==> src/rtl/clint_timer_access.sv <==
// Sequences 64-bit mtime/mtimecmp accesses over the CLINT 32-bit register port:
// hi-lo-hi tear-free reads with bounded retry, and three-write glitch-free updates.
module clint_timer_access #(
    parameter int unsigned XLEN           = 32,
    parameter int unsigned CLINT_MEM_SIZE = 'h10000,
    parameter int unsigned ADDR_WIDTH     = $clog2(CLINT_MEM_SIZE),
    parameter int unsigned OFS_MTIME      = 'h4000,
    parameter int unsigned OFS_MTIMECMP   = 'h0,
    parameter int unsigned MAX_RETRY      = 3
) (
    input  logic                  i_clk,
    input  logic                  i_rst_n,
    input  logic                  i_req_valid,
    output logic                  o_req_ready,
    input  logic                  i_req_we,
    input  logic                  i_req_sel,
    input  logic [63:0]           i_req_wdata,
    output logic                  o_rsp_valid,
    output logic [63:0]           o_rsp_rdata,
    output logic                  o_rsp_err,
    output logic [ADDR_WIDTH-1:0] o_addr,
    output logic                  o_we,
    output logic [XLEN-1:0]       o_wdata,
    input  logic [XLEN-1:0]       i_rdata
);

    localparam int RW = (MAX_RETRY < 1) ? 1 : $clog2(MAX_RETRY + 1);
    localparam logic [ADDR_WIDTH-1:0] A_MTIME    = ADDR_WIDTH'(OFS_MTIME);
    localparam logic [ADDR_WIDTH-1:0] A_MTIMECMP = ADDR_WIDTH'(OFS_MTIMECMP);

    typedef enum logic [2:0] {
        IDLE, RD_HI0, RD_LO, RD_HI1, WR_A, WR_B, WR_C, RESP
    } state_e;

    state_e                  state_q, state_d;
    logic                    sel_q;
    logic [63:0]             wdata_q;
    logic [XLEN-1:0]         hi0_q, lo_q;
    logic [RW-1:0]           retry_q;
    logic                    ready_q, rsp_valid_q, rsp_err_q;
    logic [63:0]             rsp_rdata_q;
    logic [ADDR_WIDTH-1:0]   addr_q, addr_d;
    logic                    bus_we_q, bus_we_d;
    logic [XLEN-1:0]         bus_wdata_q, bus_wdata_d;

    logic                    accept, sel_eff, hi_match, retry_left;
    logic [ADDR_WIDTH-1:0]   base;

    assign accept     = i_req_valid && ready_q;
    // At acceptance the captured select is not yet registered, so look through to the request.
    assign sel_eff    = (state_q == IDLE) ? i_req_sel : sel_q;
    assign base       = sel_eff ? A_MTIMECMP : A_MTIME;
    assign hi_match   = (i_rdata == hi0_q);
    assign retry_left = (retry_q < RW'(MAX_RETRY));

    always_comb begin
        state_d = state_q;
        unique case (state_q)
            IDLE:    if (accept) state_d = i_req_we ? WR_A : RD_HI0;
            RD_HI0:  state_d = RD_LO;
            RD_LO:   state_d = RD_HI1;
            RD_HI1:  state_d = (hi_match || !retry_left) ? RESP : RD_LO;
            WR_A:    state_d = WR_B;
            WR_B:    state_d = WR_C;
            WR_C:    state_d = RESP;
            RESP:    state_d = IDLE;
            default: state_d = IDLE;
        endcase
    end

    // Bus outputs are registered images of the state being entered.
    always_comb begin
        addr_d      = '0;
        bus_we_d    = 1'b0;
        bus_wdata_d = '0;
        unique case (state_d)
            RD_HI0, RD_HI1: addr_d = base + ADDR_WIDTH'(4);
            RD_LO:          addr_d = base;
            WR_A: begin
                // All-ones blocks a spurious MTIP; zero blocks a carry into mtime high.
                addr_d      = base;
                bus_we_d    = 1'b1;
                bus_wdata_d = sel_eff ? '1 : '0;
            end
            WR_B: begin
                addr_d      = base + ADDR_WIDTH'(4);
                bus_we_d    = 1'b1;
                bus_wdata_d = wdata_q[63:32];
            end
            WR_C: begin
                addr_d      = base;
                bus_we_d    = 1'b1;
                bus_wdata_d = wdata_q[31:0];
            end
            default: ;
        endcase
    end

    always_ff @(posedge i_clk or negedge i_rst_n) begin
        if (!i_rst_n) begin
            state_q     <= IDLE;
            sel_q       <= 1'b0;
            wdata_q     <= '0;
            hi0_q       <= '0;
            lo_q        <= '0;
            retry_q     <= '0;
            ready_q     <= 1'b1;
            rsp_valid_q <= 1'b0;
            rsp_rdata_q <= '0;
            rsp_err_q   <= 1'b0;
            addr_q      <= '0;
            bus_we_q    <= 1'b0;
            bus_wdata_q <= '0;
        end else begin
            state_q     <= state_d;
            ready_q     <= (state_d == IDLE);
            rsp_valid_q <= (state_d == RESP);
            addr_q      <= addr_d;
            bus_we_q    <= bus_we_d;
            bus_wdata_q <= bus_wdata_d;
            unique case (state_q)
                IDLE: if (accept) begin
                    sel_q   <= i_req_sel;
                    wdata_q <= i_req_wdata;
                    retry_q <= '0;
                end
                RD_HI0: hi0_q <= i_rdata;
                RD_LO:  lo_q  <= i_rdata;
                RD_HI1: begin
                    if (hi_match) begin
                        rsp_rdata_q <= {hi0_q, lo_q};
                        rsp_err_q   <= 1'b0;
                    end else if (retry_left) begin
                        hi0_q   <= i_rdata;
                        retry_q <= retry_q + RW'(1);
                    end else begin
                        rsp_rdata_q <= {i_rdata, lo_q};
                        rsp_err_q   <= 1'b1;
                    end
                end
                WR_C:    rsp_err_q <= 1'b0;
                default: ;
            endcase
        end
    end

    assign o_req_ready = ready_q;
    assign o_rsp_valid = rsp_valid_q;
    assign o_rsp_rdata = rsp_rdata_q;
    assign o_rsp_err   = rsp_err_q;
    assign o_addr      = addr_q;
    assign o_we        = bus_we_q;
    assign o_wdata     = bus_wdata_q;

endmodule

==> config.mk <==
export PLATFORM = sky130hd
export DESIGN_NAME = clint_timer_access
export DESIGN_NICKNAME = d
export VERILOG_FILES = /design/src/rtl/clint_timer_access.sv
export SDC_FILE = /design/constraint.sdc
export NUM_CORES = 1
export LEC_CHECK = 0
export BUFFER_PORTS_ARGS = -buffer_cell sky130_fd_sc_hd__clkbuf_2
export CAP_MARGIN = 25
export CORE_AREA = 2 2 197 199
export CTS_CLUSTER_DIAMETER = 150
export DETAILED_ROUTE_END_ITERATION = 16
export DIE_AREA = 0 0 199 201
export PLACE_DENSITY = 0.53
export SLEW_MARGIN = 20
export SYNTH_ARGS = -nofsm -noshare
export SYNTH_HDL_FRONTEND = slang
export SYNTH_SLANG_ARGS = --single-unit
export TNS_END_PERCENT = 100
==> constraint.sdc <==
create_clock -name i_clk -period 3.09 [get_ports i_clk]
set_input_delay 0.618 -clock i_clk [delete_from_list [all_inputs] [get_ports i_clk]]
set_output_delay 0.618 -clock i_clk [all_outputs]
set_load 0.005 [all_outputs]
Yosys cells after proc, flatten, opt, wreduce, memory -nomap -nowiden

Index checks and enable logic that the tools add are counted.

Register bits: 250
Bits in latches: 0
RAM bits: 0
Bits in read-only memories: 0
Input port bits: 101
Output and inout bits: 116
Word-level logic and storage cells: 74
Memories: 0

$add $sub $neg: 2
Multiply operators: 0
Divide/modulo/power cells: 0
$lt $le $gt $ge: 1
Equal/unequal tests: 20
Shifts and indexed selects: 0
Multiplexer cells: 22
Bitwise gates (word level): 0
Reductions and logical operators: 16

Operators with widths:

| cell                                                                   | count |
|---|---|
| 64-bit 2-to-1 mux                                                      | 2 |
| 32-bit 2-to-1 mux                                                      | 3 |
| 32-bit case mux with 3 select lines                                    | 1 |
| 32-bit case mux with 2 select lines                                    | 1 |
| 32-bit equality test                                                   | 1 |
| 16-bit case mux with 2 select lines                                    | 1 |
| 3-bit equality test (second input constant)                            | 8 |
| 3-bit case mux with 8 select lines                                     | 1 |
| 15-bit by 3-bit adder with 16-bit output (second input constant)       | 1 |
| 15-bit 2-to-1 mux                                                      | 1 |
| 3-bit by 2-bit equality test with 1-bit output (second input constant) | 4 |
| 3-bit 2-to-1 mux                                                       | 3 |
| 3-bit OR reduction                                                     | 3 |
| 2-bit inequality test (second input constant)                          | 4 |
| 3-bit by 1-bit equality test with 1-bit output (second input constant) | 2 |
| 3-bit zero test                                                        | 2 |
| 2-bit 2-to-1 mux                                                       | 3 |
| 2-bit AND reduction                                                    | 3 |
| 2-bit nonzero test                                                     | 3 |
| 1-bit 2-to-1 mux                                                       | 4 |
| 2-bit case mux with 2 select lines                                     | 1 |
| 4-bit AND reduction                                                    | 1 |
| 3-bit inequality test (second input constant)                          | 1 |
| 3-bit AND reduction                                                    | 1 |
| other kinds (6)                                                        | 6 |

Depth between registers and ports, before layout

Gate-level depths: netlist of the first run.

Depth after elaboration: 8
Mapped depth: 8
Mapped depth without buffers: 6

Worst setup path before layout of the first run

No wires, ideal clock.

Kind: input-to-reg
Start point: input port i_rdata[4]
End point: register rsp_rdata_q[25], in the netlist o_rsp_rdata[25]
Arrival time: 2.081 ns
Required time: 2.963 ns
Slack: 0.882 ns
Cell stages on the path: 8
Path through: xnor2_1 nand4_1 nor4_2 a31oi_1 nand2b_4 buf_6 buf_6 mux2_1

Word-level cells in the longest chain between the ends: 3

Ends and longest elaborated chain:

| what                                   | RTL line | source |
|---|---|---|
| start, declared                        | 24       | `input logic [XLEN-1:0] i_rdata` |
| 32-bit equality test (*)               | 53       | `assign hi_match = (i_rdata == hi0_q);` |
| 2-bit inequality test (no source line) | --       |  |
| 2-bit AND reduction (no source line)   | --       |  |
| end signal, assigned                   | 131      | `rsp_rdata_q <= {hi0_q, lo_q};` |
| end signal, assigned                   | 137      | `rsp_rdata_q <= {i_rdata, lo_q};` |
| end, declared                          | 41       | `logic [63:0] rsp_rdata_q;` |

Every way passes the cells marked *; elsewhere a longest branch is shown, timed or not.
A chain may end at the register's enable or synchronous reset.

Final worst setup path of the first run

Start point: register state_q[0]
End point: register bus_wdata_q[27], in the netlist o_wdata[27]

Word-level cells in the longest chain between the ends: 4

Ends and longest elaborated chain:

| what                                                                          | RTL line | source |
|---|---|---|
| start, declared                                                               | 35       | `state_e state_q, state_d;` |
| start signal, assigned                                                        | 115      | `state_q <= state_d;` |
| 3-bit equality test (tied with other cells)                                   | 58       | `unique case (state_q)` |
| 3-bit case mux with 8 select lines / 1-bit 2-to-1 mux (equally long branches) | 58, 51   |  |
| 3-bit equality test / 32-bit 2-to-1 mux (equally long branches)               | 76, 83   |  |
| 32-bit case mux with 3 select lines (*)                                       | 76       | `unique case (state_d)` |
| via bus_wdata_d[27]                                                           | 44       | `logic [XLEN-1:0] bus_wdata_q, bus_wdata_d;` |
| end signal, assigned                                                          | 120      | `bus_wdata_q <= bus_wdata_d;` |
| end, declared                                                                 | 44       |  |

The timed path passes the listed nets; every way through them passes the cells marked *.

==> run_results.csv, run 1 <==
group,metric,value,unit
setup_path,slowest_delay,0.76,ns
cts,cts-root-buf,"clkbuf_16",
sta,post-route-period-util,81.0,%
setup_path,critPathCaptureType,"flip-flop",
sta,setup_viol,0,
pwr,p_per_area,1020,nW/um^2
cts,cts_hold_buf,0,
logic_synthesis,synth_area_leaders,"dfrtp_1 63%, mux2_2 14%, nand2_1 8.2%, a221o_1 3.4%, xnor2_1 3.0%",
logic_synthesis,seq_area_frac_synth,63.1,%
global_routing,antenna_found_initial,2,
setup_path,worstSetupPathType,"flip-flop to flip-flop",
sta,fin_ws,0.587,ns
drt,vias,6165,
drt,drc,0,
place,pre_cts_slack,0.272,ns
cts,cts_sinks,236,
logic_synthesis,yosysTopAreaCell,"dfrtp_1",
logic_synthesis,yosysUniqueCellTypes,34,
logic_synthesis,ys_top_cells_by_count,"235 x dfrtp_1, 204 x nand2_1, 115 x mux2_2",
logic_synthesis,synth_top_flop_cell,"dfrtp_1",
setup_path,critPathLaunch,"state_q[0]$_DFF_PN0_",
cts,cts_buffer_depth,3,
setup_path,cp.arrival,2.97,ns
finish,syn_to_final_growth,27.7,%
global_routing,grt_use_total,11.8,%
drt,drtPass1Iterations,4,
logic_synthesis,avgSynthCellArea,12.6,um^2
floorplan,std_cell_rows,72,
sta,maxSlewHeadroom,33.6,%
drt,viasPerCell,4.16,
logic_synthesis,synth.most_common_cell,"dfrtp_1",
global_routing,gr-total-overflow,0,
floorplan,die_h,201,um
floorplan,dieArea,40000,um^2
logic_synthesis,netlist_area,9360,um^2
sta,timing.fmax,0.400,GHz
floorplan,die_w,199,um
setup_path,cp_top_family,"simple AND/OR/NAND/NOR gates",
drt,drtAntennaViolNets,0,
pwr,vdd_drop_max,0.412,mV
setup_path,critPathSlowestCell,"nor2_4",
sta,min_period,2.50,ns
sta,worst_slew_pin_slew,0.993,ns
place,hpwl,15.4,mm
setup_path,rr_startpoint,"state_q[0]$_DFF_PN0_",
logic_synthesis,synth_top_area_share,62.8,%
logic_synthesis,yosysWarnings,0,
finish,final_nets,1045,
drt,post_drt_wl_per_cell,15.9,um
setup_path,cp-start-kind,"flip-flop",
pwr,leakage,0.00576,uW
place,io_buffers,202,
setup_path,path_max_fanout,32,
floorplan,initial_core_util,24.6,%
finish,drive_gt1_share,39.8,%
logic_synthesis,synthArstFlopShare,100,%
global_routing,grt_pass1_wl,36.9,mm
cts,tritoncts.num_buffers,28,
place,place.gp.congestion,0.699,
cts,post_cts_resized,0,
drt,wl,23.5,mm
cts,cts_tree,"done",
floorplan,num_io_pins,217,
logic_synthesis,synth-edff-count,0,
sta,tns,0,ns
cts,cts-htree-levels,1,
sta,hold_viol,0,
global_routing,grt_max_degree,70,
drt,drt_iter0_drc,226,
logic_synthesis,synth_seq_cells,236,
global_routing,grt_pass1_vias,6376,
cts,cts_setup_buffers,0,
status,status,"finished clean",
sta,clock_skew,0.0100,ns
floorplan,core-area,38100,um^2
setup_path,crit_chain,"nor3_1 > nand2_1 > nor2_1 > a21oi_1 > nor2_4 > a221o_1",
hold_path,hp-class,"input port to asynchronous set/reset pin",
cts,clkTransAtPathRegs,0.06,ns
sta,slew_violations,0,
finish,nFillCells,3921,
logic_synthesis,syn-instance-count,741,
sta,rsz0062_at_grt,"no",
setup_path,path_buf_inv,0,
setup_path,required,3.56,ns
flow_run,drv_cap,0,
cts,insertion_delay,0.55,ns
-- stage by stage --
stage	total power (uW)	util, %	hold WS (ns)	instance area, um^2	instances
3_5_place_dp	8820	28.7	0.463	11000	1431
6_report	12200	31.4	0.0279	12000	1483
5_1_grt	13100	31.4	0.0610	12000	1482
3_3_place_gp	8700	28.7	0.458	11000	1431
4_1_cts	12500	31.4	0.0315	12000	1482
2_1_floorplan	7510	-	0.322	9410	754
-- cell families after synthesis --
| logic type | synth area share, % |
|---|---|
| AND/OR/NAND/NOR | 10.2 |
| adder cells (fa/ha/maj) | 0.134 |
| flip-flops | 63.1 |
| AO/OA/AOI/OAI | 4.48 |
| multiplexers | 15.6 |
| XOR/XNOR | 2.99 |
| other | 0.0400 |
| buffers and inverters | 3.51 |
-- layer usage --
metal / GRT usage, % / wire, um / share of wire (%) / vias to the layer above
met1: 15.8 / 10500 / 45 / 3035
met2: 18.2 / 10500 / 45 / 204
li1: - / - / - / 2895
met5: 0 / 0 / 0 / -
met3: 4.10 / 2170 / 9.2 / 31
met4: 2.96 / 398 / 1.7 / 0
-- cells in the final DEF, fill, tap and decap left out, drive strengths merged, types with 2 or more instances in the layout --
cell type and n:
buf 12, dfrtp 235, a31oi 2, xnor2 32, nand3 3, conb 14, inv 4, a21oi 6
o211a 2, clkbuf 242, bufinv 4, nor3 3, mux2 128, nor2 12, nand4 8, nand2 204
a221o 32, clkinv 3, nand2b 3, mux2i 2, clkinvlp 2
-- power by group --
part	switching, uW	leakage, uW	internal (uW)
clock	1340	0.000487	2210
combinational	1550	0.00238	1930
sequential	730	0.00289	4460
-- final cells by class --
type | instances | area (um^2) | area share, %
Sequential cell | 236 | 5910 | 49.4
Multi-Input combinational cell | 461 | 3210 | 26.8
Timing Repair Buffer | 213 | 1180 | 9.85
Clock buffer | 41 | 841 | 7.03
Tap cell | 518 | 648 | 5.42
Clock inverter | 10 | 163 | 1.36
Inverter | 3 | 11.3 | 0.0941
Antenna cell | 1 | 2.50 | 0.0209
-- worst reg2reg max path, delay by kind of cell (launching register included) --
kind,cells,cell delay [ns]
and+or+nand+nor,4,1.56
AOI/OAI and AO/OA,2,0.36
DFF,1,0.51
-- worst paths after layout --
kind	endpoint	slack, ns	cells past startpoint
max	o_wdata[27]$_DFF_PN0_	0.59	6
min	o_rsp_rdata[41]$_DFFE_PN0P_	0.03	1
max reg2reg	o_wdata[27]$_DFF_PN0_	0.59	6
min reg2reg	wdata_q[23]$_DFFE_PN0P_	0.47	2
max in group asynchronous	o_req_ready$_DFF_PN1_	2.28	2
min in group i_clk	wdata_q[15]$_DFFE_PN0P_	0.26	3
-- state kept, by name, summed over array words and instances, names as in the netlist, 2 cells and up --
register,cells
o_rsp_rdata,64
wdata_q,64
hi0_q,32
lo_q,32
o_wdata,32
state_q,3
o_addr,2
retry_q,2
(Power assumes the default switching activity.)
==> run 2, diff against run 1 <==
- PLACE_DENSITY: 0.53 -> 0.54
- clock period: 3.09 -> 2.3 ns (I/O delays scaled with it)
==> run 2 against run 1 <==
Effect of this change: count of clock-buffer cells in the layout shrank 5; core utilization grew 0.56 points; worst hold slack gained 0.075 ns; sequential share of layout area shrank 0.86 points; via count grew 1.2%; critical endpoint is now o_rsp_rdata[46]$_DFFE_PN0P_.
==> run_results.csv, run 2 (same netlist as run 1, synthesis figures left out) <==
group,metric,value,unit
setup_path,slowest_delay,0.39,ns
place,hpwl,15.9,mm
drt,viasPerCell,4.14,
drt,drtPass1Iterations,6,
sta,fin_ws,0.114,ns
finish,final_cell_mix,"235 x dfrtp_1, 204 x nand2_1, 201 x clkbuf_2",
global_routing,grt_pass1_vias,6369,
place,dpl.cell_count,1453,
cts,cts_tree,"done",
drt,wl,23.7,mm
sta,clock_skew,0.0254,ns
finish,drive_gt1_share,41.4,%
place,place.gp.congestion,0.707,
sta,holdWs,0.103,ns
flow_run,drv_cap,0,
setup_path,cp-start-kind,"flip-flop",
cts,tritoncts.num_buffers,27,
setup_path,cp_common_cell,"buf_12",
cts,cts_setup_buffers,0,
cts,insertion_delay,0.56,ns
cts,cts-htree-levels,1,
floorplan,core-area,38100,um^2
setup_path,critPathSlowestCell,"dfrtp_1",
finish,utilization,31.9,%
sta,timing.fmax,0.457,GHz
drt,drt_iter0_drc,185,
place,pre_cts_slack,-0.135,ns
finish,syn_to_final_growth,30.0,%
pwr,vdd_drop_max,0.593,mV
setup_path,required,2.74,ns
cts,cts-root-buf,"clkbuf_16",
sta,rsz0062_at_grt,"no",
global_routing,grt_max_degree,66,
drt,post_drt_wl_per_cell,15.7,um
cts,clkTransAtPathRegs,0.06,ns
sta,setup_viol,0,
floorplan,initial_core_util,24.6,%
sta,maxSlewHeadroom,44.9,%
finish,multi_input_area,3230,um^2
setup_path,cp.arrival,2.63,ns
pwr,p_total,16400,uW
sta,slew_violations,0,
setup_path,critPathCaptureType,"flip-flop",
cts,cts_sinks,236,
pwr,leakage,0.00589,uW
drt,vias,6237,
sta,worst_slew_pin_slew,0.826,ns
setup_path,r2r_setup_slack,0.11,ns
global_routing,grt_pass1_wl,36.9,mm
floorplan,dieArea,40000,um^2
floorplan,die_w,199,um
finish,final_nets,1068,
status,status,"finished clean",
sta,min_period,2.19,ns
floorplan,die_h,201,um
drt,drtAntennaViolNets,0,
setup_path,crit_chain,"xnor2_1 > nand4_1 > nor4_2 > a31oi_1 > nand2b_4 > buf_12 > buf_12 > mux2_2",
pwr,p_per_area,1350,nW/um^2
finish,regArea,5910,um^2
floorplan,std_cell_rows,72,
setup_path,path_max_fanout,10,
finish,final_cells,1506,
sta,post-route-period-util,95.0,%
setup_path,worstSetupPathType,"flip-flop to flip-flop",
place,io_buffers,202,
global_routing,gr-total-overflow,0,
floorplan,num_io_pins,217,
drt,drc,0,
finish,final_common_cell,"dfrtp_1",
finish,nFillCells,3919,
global_routing,grt_use_total,11.8,%
sta,hold_viol,0,
global_routing,antenna_found_initial,4,
cts,cts_buffer_depth,3,
hold_path,hp-class,"input port to flip-flop",
==> run 2: critical path, delay by kind of cell (launching register included) <==
family	cells	cell delay [ns]
AND/OR/NAND/NOR	3	0.72
AO/OA/AOI/OAI	1	0.20
flip-flops	1	0.39
XOR/XNOR	1	0.19
multiplexers	1	0.26
buffers and inverters	2	0.31
==> run 2: power by group <==
part / leakage (uW) / switching (uW) / internal [uW] / total (uW)
combinational: 0.00253 / 2100 / 2820 / 4920
sequential: 0.00289 / 1010 / 5990 / 7000
clock: 0.000469 / 1790 / 2700 / 4490
total: 0.00589 / 4900 / 11500 / 16400
==> run 2: path summary, 6_finish.rpt <==
path	to	cells after the start	startpoint
min in group asynchronous	lo_q[14]$_DFFE_PN0P_	2	i_rst_n
worst max-delay path	o_rsp_rdata[46]$_DFFE_PN0P_	8	hi0_q[4]$_DFFE_PN0P_
worst min register to register	wdata_q[41]$_DFFE_PN0P_	2	wdata_q[41]$_DFFE_PN0P_
worst max register to register	o_rsp_rdata[46]$_DFFE_PN0P_	8	hi0_q[4]$_DFFE_PN0P_
worst min-delay path	wdata_q[60]$_DFFE_PN0P_	3	i_req_wdata[60]
max in group asynchronous	o_rsp_rdata[34]$_DFFE_PN0P_	3	i_rst_n
==> run 2: area by class of cell <==
cell class              count  share of cell area (%)
flip-flops and latches    236                    48.5
multi-input cells         462                    26.5
clock buffers              36                    6.32
repair buffers            236                    11.8
inverters                   3                  0.0925
diodes                      2                  0.0411
well taps                 518                    5.32
clock inverters            13                    1.37
==> run 2: repair_timing <==
action                     CTS  global route
hold buffers                 1             0
hold endpoints to repair    30             0
resized for setup            0             2
setup endpoints to repair    0            15
==> run 2: routing by layer <==
layer | GRT usage [%] | vias to the layer above | share of wire, %
met5 | 0 | - | 0.10
met4 | 2.45 | 4 | 1.8
met3 | 4.23 | 36 | 8.1
met2 | 18.1 | 190 | 44
met1 | 16.1 | 3067 | 46
li1 | - | 2940 | -
==> run 2: per-stage QoR <==
step	setup TNS (ns)	area, um^2
global placement	-3.06	11200
detailed placement	-9.23	11200
global route	0	12200
CTS	0	12200
floorplan	0	9410
finish	0	12200
==> run 3, diff against run 2 <==
- BUFFER_PORTS_ARGS: -buffer_cell sky130_fd_sc_hd__clkbuf_2 -> not set
- DONT_BUFFER_PORTS: not set -> 1
- PLACE_DENSITY: 0.54 -> 0.49
==> run 3 against run 2 <==
Effect of this change: the run now ends with negative hold slack left; combinational power fell by 23%; final area is 6.8% lower; wire length decreased by 2.5%; total power down 6.2%; sequential cell count is the same; first-iteration DRC count fell by 8.1%; critical path type unchanged.
==> run_results.csv, run 3 (same netlist as run 1, synthesis figures left out) <==
group,metric,value,unit
status,status,"finished, violations left",
status,violations,"negative hold slack",
setup_path,path_buf_inv,1,
cts,cts_buffer_depth,3,
cts,tritoncts.num_buffers,29,
setup_path,cp.arrival,2.61,ns
sta,hold_viol,236,
cts,cts_sinks,236,
sta,maxSlewHeadroom,51.1,%
finish,final_cells,1335,
setup_path,cp_top_family,"compound AO/OA/AOI/OAI gates",
sta,clock_skew,0.0140,ns
floorplan,dieArea,40000,um^2
setup_path,path_max_fanout,20,
global_routing,grt_max_degree,237,
pwr,p_seq_share,47.0,%
finish,utilization,29.8,%
sta,post-route-period-util,94.4,%
floorplan,die_w,199,um
finish,syn_to_final_growth,21.2,%
global_routing,grt_pass1_wl,36.3,mm
sta,setup_viol,0,
cts,cts_setup_buffers,0,
setup_path,critPathSlowestCell,"dfrtp_1",
global_routing,grt_pass1_vias,6070,
sta,holdWs,-0.393,ns
cts,insertion_delay,0.55,ns
cts,cts-root-buf,"clkbuf_16",
floorplan,num_io_pins,217,
hold_path,hp-class,"input port to asynchronous set/reset pin",
sta,slew_violations,0,
cts,cts_tree,"done",
sta,timing.fmax,0.461,GHz
place,io_buffers,0,
floorplan,initial_core_util,24.6,%
drt,drtPass1Iterations,4,
drt,wl,23.1,mm
pwr,p_per_area,1360,nW/um^2
sta,tns,0,ns
pwr,vdd_drop_max,0.640,mV
pwr,leakage,0.00507,uW
finish,final_common_cell,"dfrtp_1",
finish,final_cell_mix,"235 x dfrtp_1, 204 x nand2_1, 115 x mux2_2",
setup_path,crit_chain,"xnor2_1 > nand4_1 > nor4_2 > a31oi_1 > o211a_2 > buf_12 > mux2_2",
setup_path,slowest_delay,0.39,ns
pwr,p_switching,4590,uW
setup_path,worstSetupPathType,"flip-flop to flip-flop",
setup_path,cp.depth,7,
pwr,comb_power_share,24.8,%
floorplan,core-area,38100,um^2
global_routing,gr-total-overflow,0,
flow_run,drv_cap,0,
drt,drc,0,
sta,rsz0062_at_grt,"no",
cts,cts-htree-levels,1,
floorplan,std_cell_rows,72,
place,place.gp.congestion,0.728,
setup_path,critPathCaptureType,"flip-flop",
sta,worst_slew_pin_slew,0.734,ns
global_routing,grt_use_total,11.7,%
setup_path,required,2.74,ns
global_routing,antenna_found_initial,0,
finish,final_nets,897,
setup_path,worstRegToRegCells,7,
drt,vias,5650,
pwr,p_total,15400,uW
pwr,p_sw_share,29.8,%
drt,drtAntennaViolNets,0,
sta,min_period,2.17,ns
pwr,clkPwrFrac,28.2,%
setup_path,cp-start-kind,"flip-flop",
drt,drt_iter0_drc,170,
cts,clkTransAtPathRegs,0.06,ns
drt,viasPerCell,4.23,
cts,cts_hold_buf,48,
place,hpwl,14.7,mm
place,dpl.cell_count,1234,
drt,post_drt_wl_per_cell,17.3,um
finish,drive_gt1_share,22.9,%
floorplan,die_h,201,um
pwr,p_int,10800,uW
==> run 3: per-stage QoR <==
step,hold slack [ns],area [um^2],setup slack (ns)
6_report,-0.393,11300,0.129
5_1_grt,-0.434,11300,0.0360
4_1_cts,-0.435,11300,0.115
3_5_place_dp,0.172,9950,0.0495
3_3_place_gp,0.173,9950,0.105
2_1_floorplan,0.164,9410,0.250
==> run 3: repair_timing <==
item / in CTS / in global routing
gates resized for setup: 0 / 0
endpoints found under the setup margin: 0 / 0
endpoints found under the hold margin: 284 / 236
==> run 3: power by group through the flow <==
stage | sequential [uW] | clock, uW | combinational (uW)
floorplan | 6870 | 0 | 3220
global placement | 7300 | 0 | 3730
detailed placement | 7350 | 0 | 3810
CTS | 7280 | 4520 | 3900
global route | 7520 | 4680 | 4270
finish | 7240 | 4330 | 3810
==> run 3: worst paths after layout <==
kind | start | to | slack, ns
max | hi0_q[15]$_DFFE_PN0P_ | hi0_q[19]$_DFFE_PN0P_ | 0.13
min | i_rst_n | o_rsp_rdata[41]$_DFFE_PN0P_ | -0.39
max reg2reg | hi0_q[15]$_DFFE_PN0P_ | hi0_q[19]$_DFFE_PN0P_ | 0.13
min reg2reg | wdata_q[16]$_DFFE_PN0P_ | wdata_q[16]$_DFFE_PN0P_ | 0.47
max in group asynchronous | i_rst_n | o_wdata[26]$_DFF_PN0_ | 2.27
min in group i_clk | i_req_wdata[8] | wdata_q[8]$_DFFE_PN0P_ | 0.03
==> run 3: area by class of cell <==
class,count,area [um^2]
fill,3890,26800
multi-input combinational,461,3200
sequential,236,5910
inverter,3,11.3
tap,518,648
clock buffer,38,800
timing repair buffer,64,663
antenna,1,2.50
clock inverter,14,113
==> run 3: layer usage <==
| layer | vias to the layer above | wire length (um) | global-route usage (%) |
|---|---|---|---|
| li1 | 2594 | - | - |
| met1 | 2837 | 9890 | 15.0 |
| met2 | 194 | 10300 | 18.1 |
| met3 | 25 | 2450 | 5.29 |
| met4 | 0 | 420 | 2.64 |
| met5 | - | 0 | 0 |
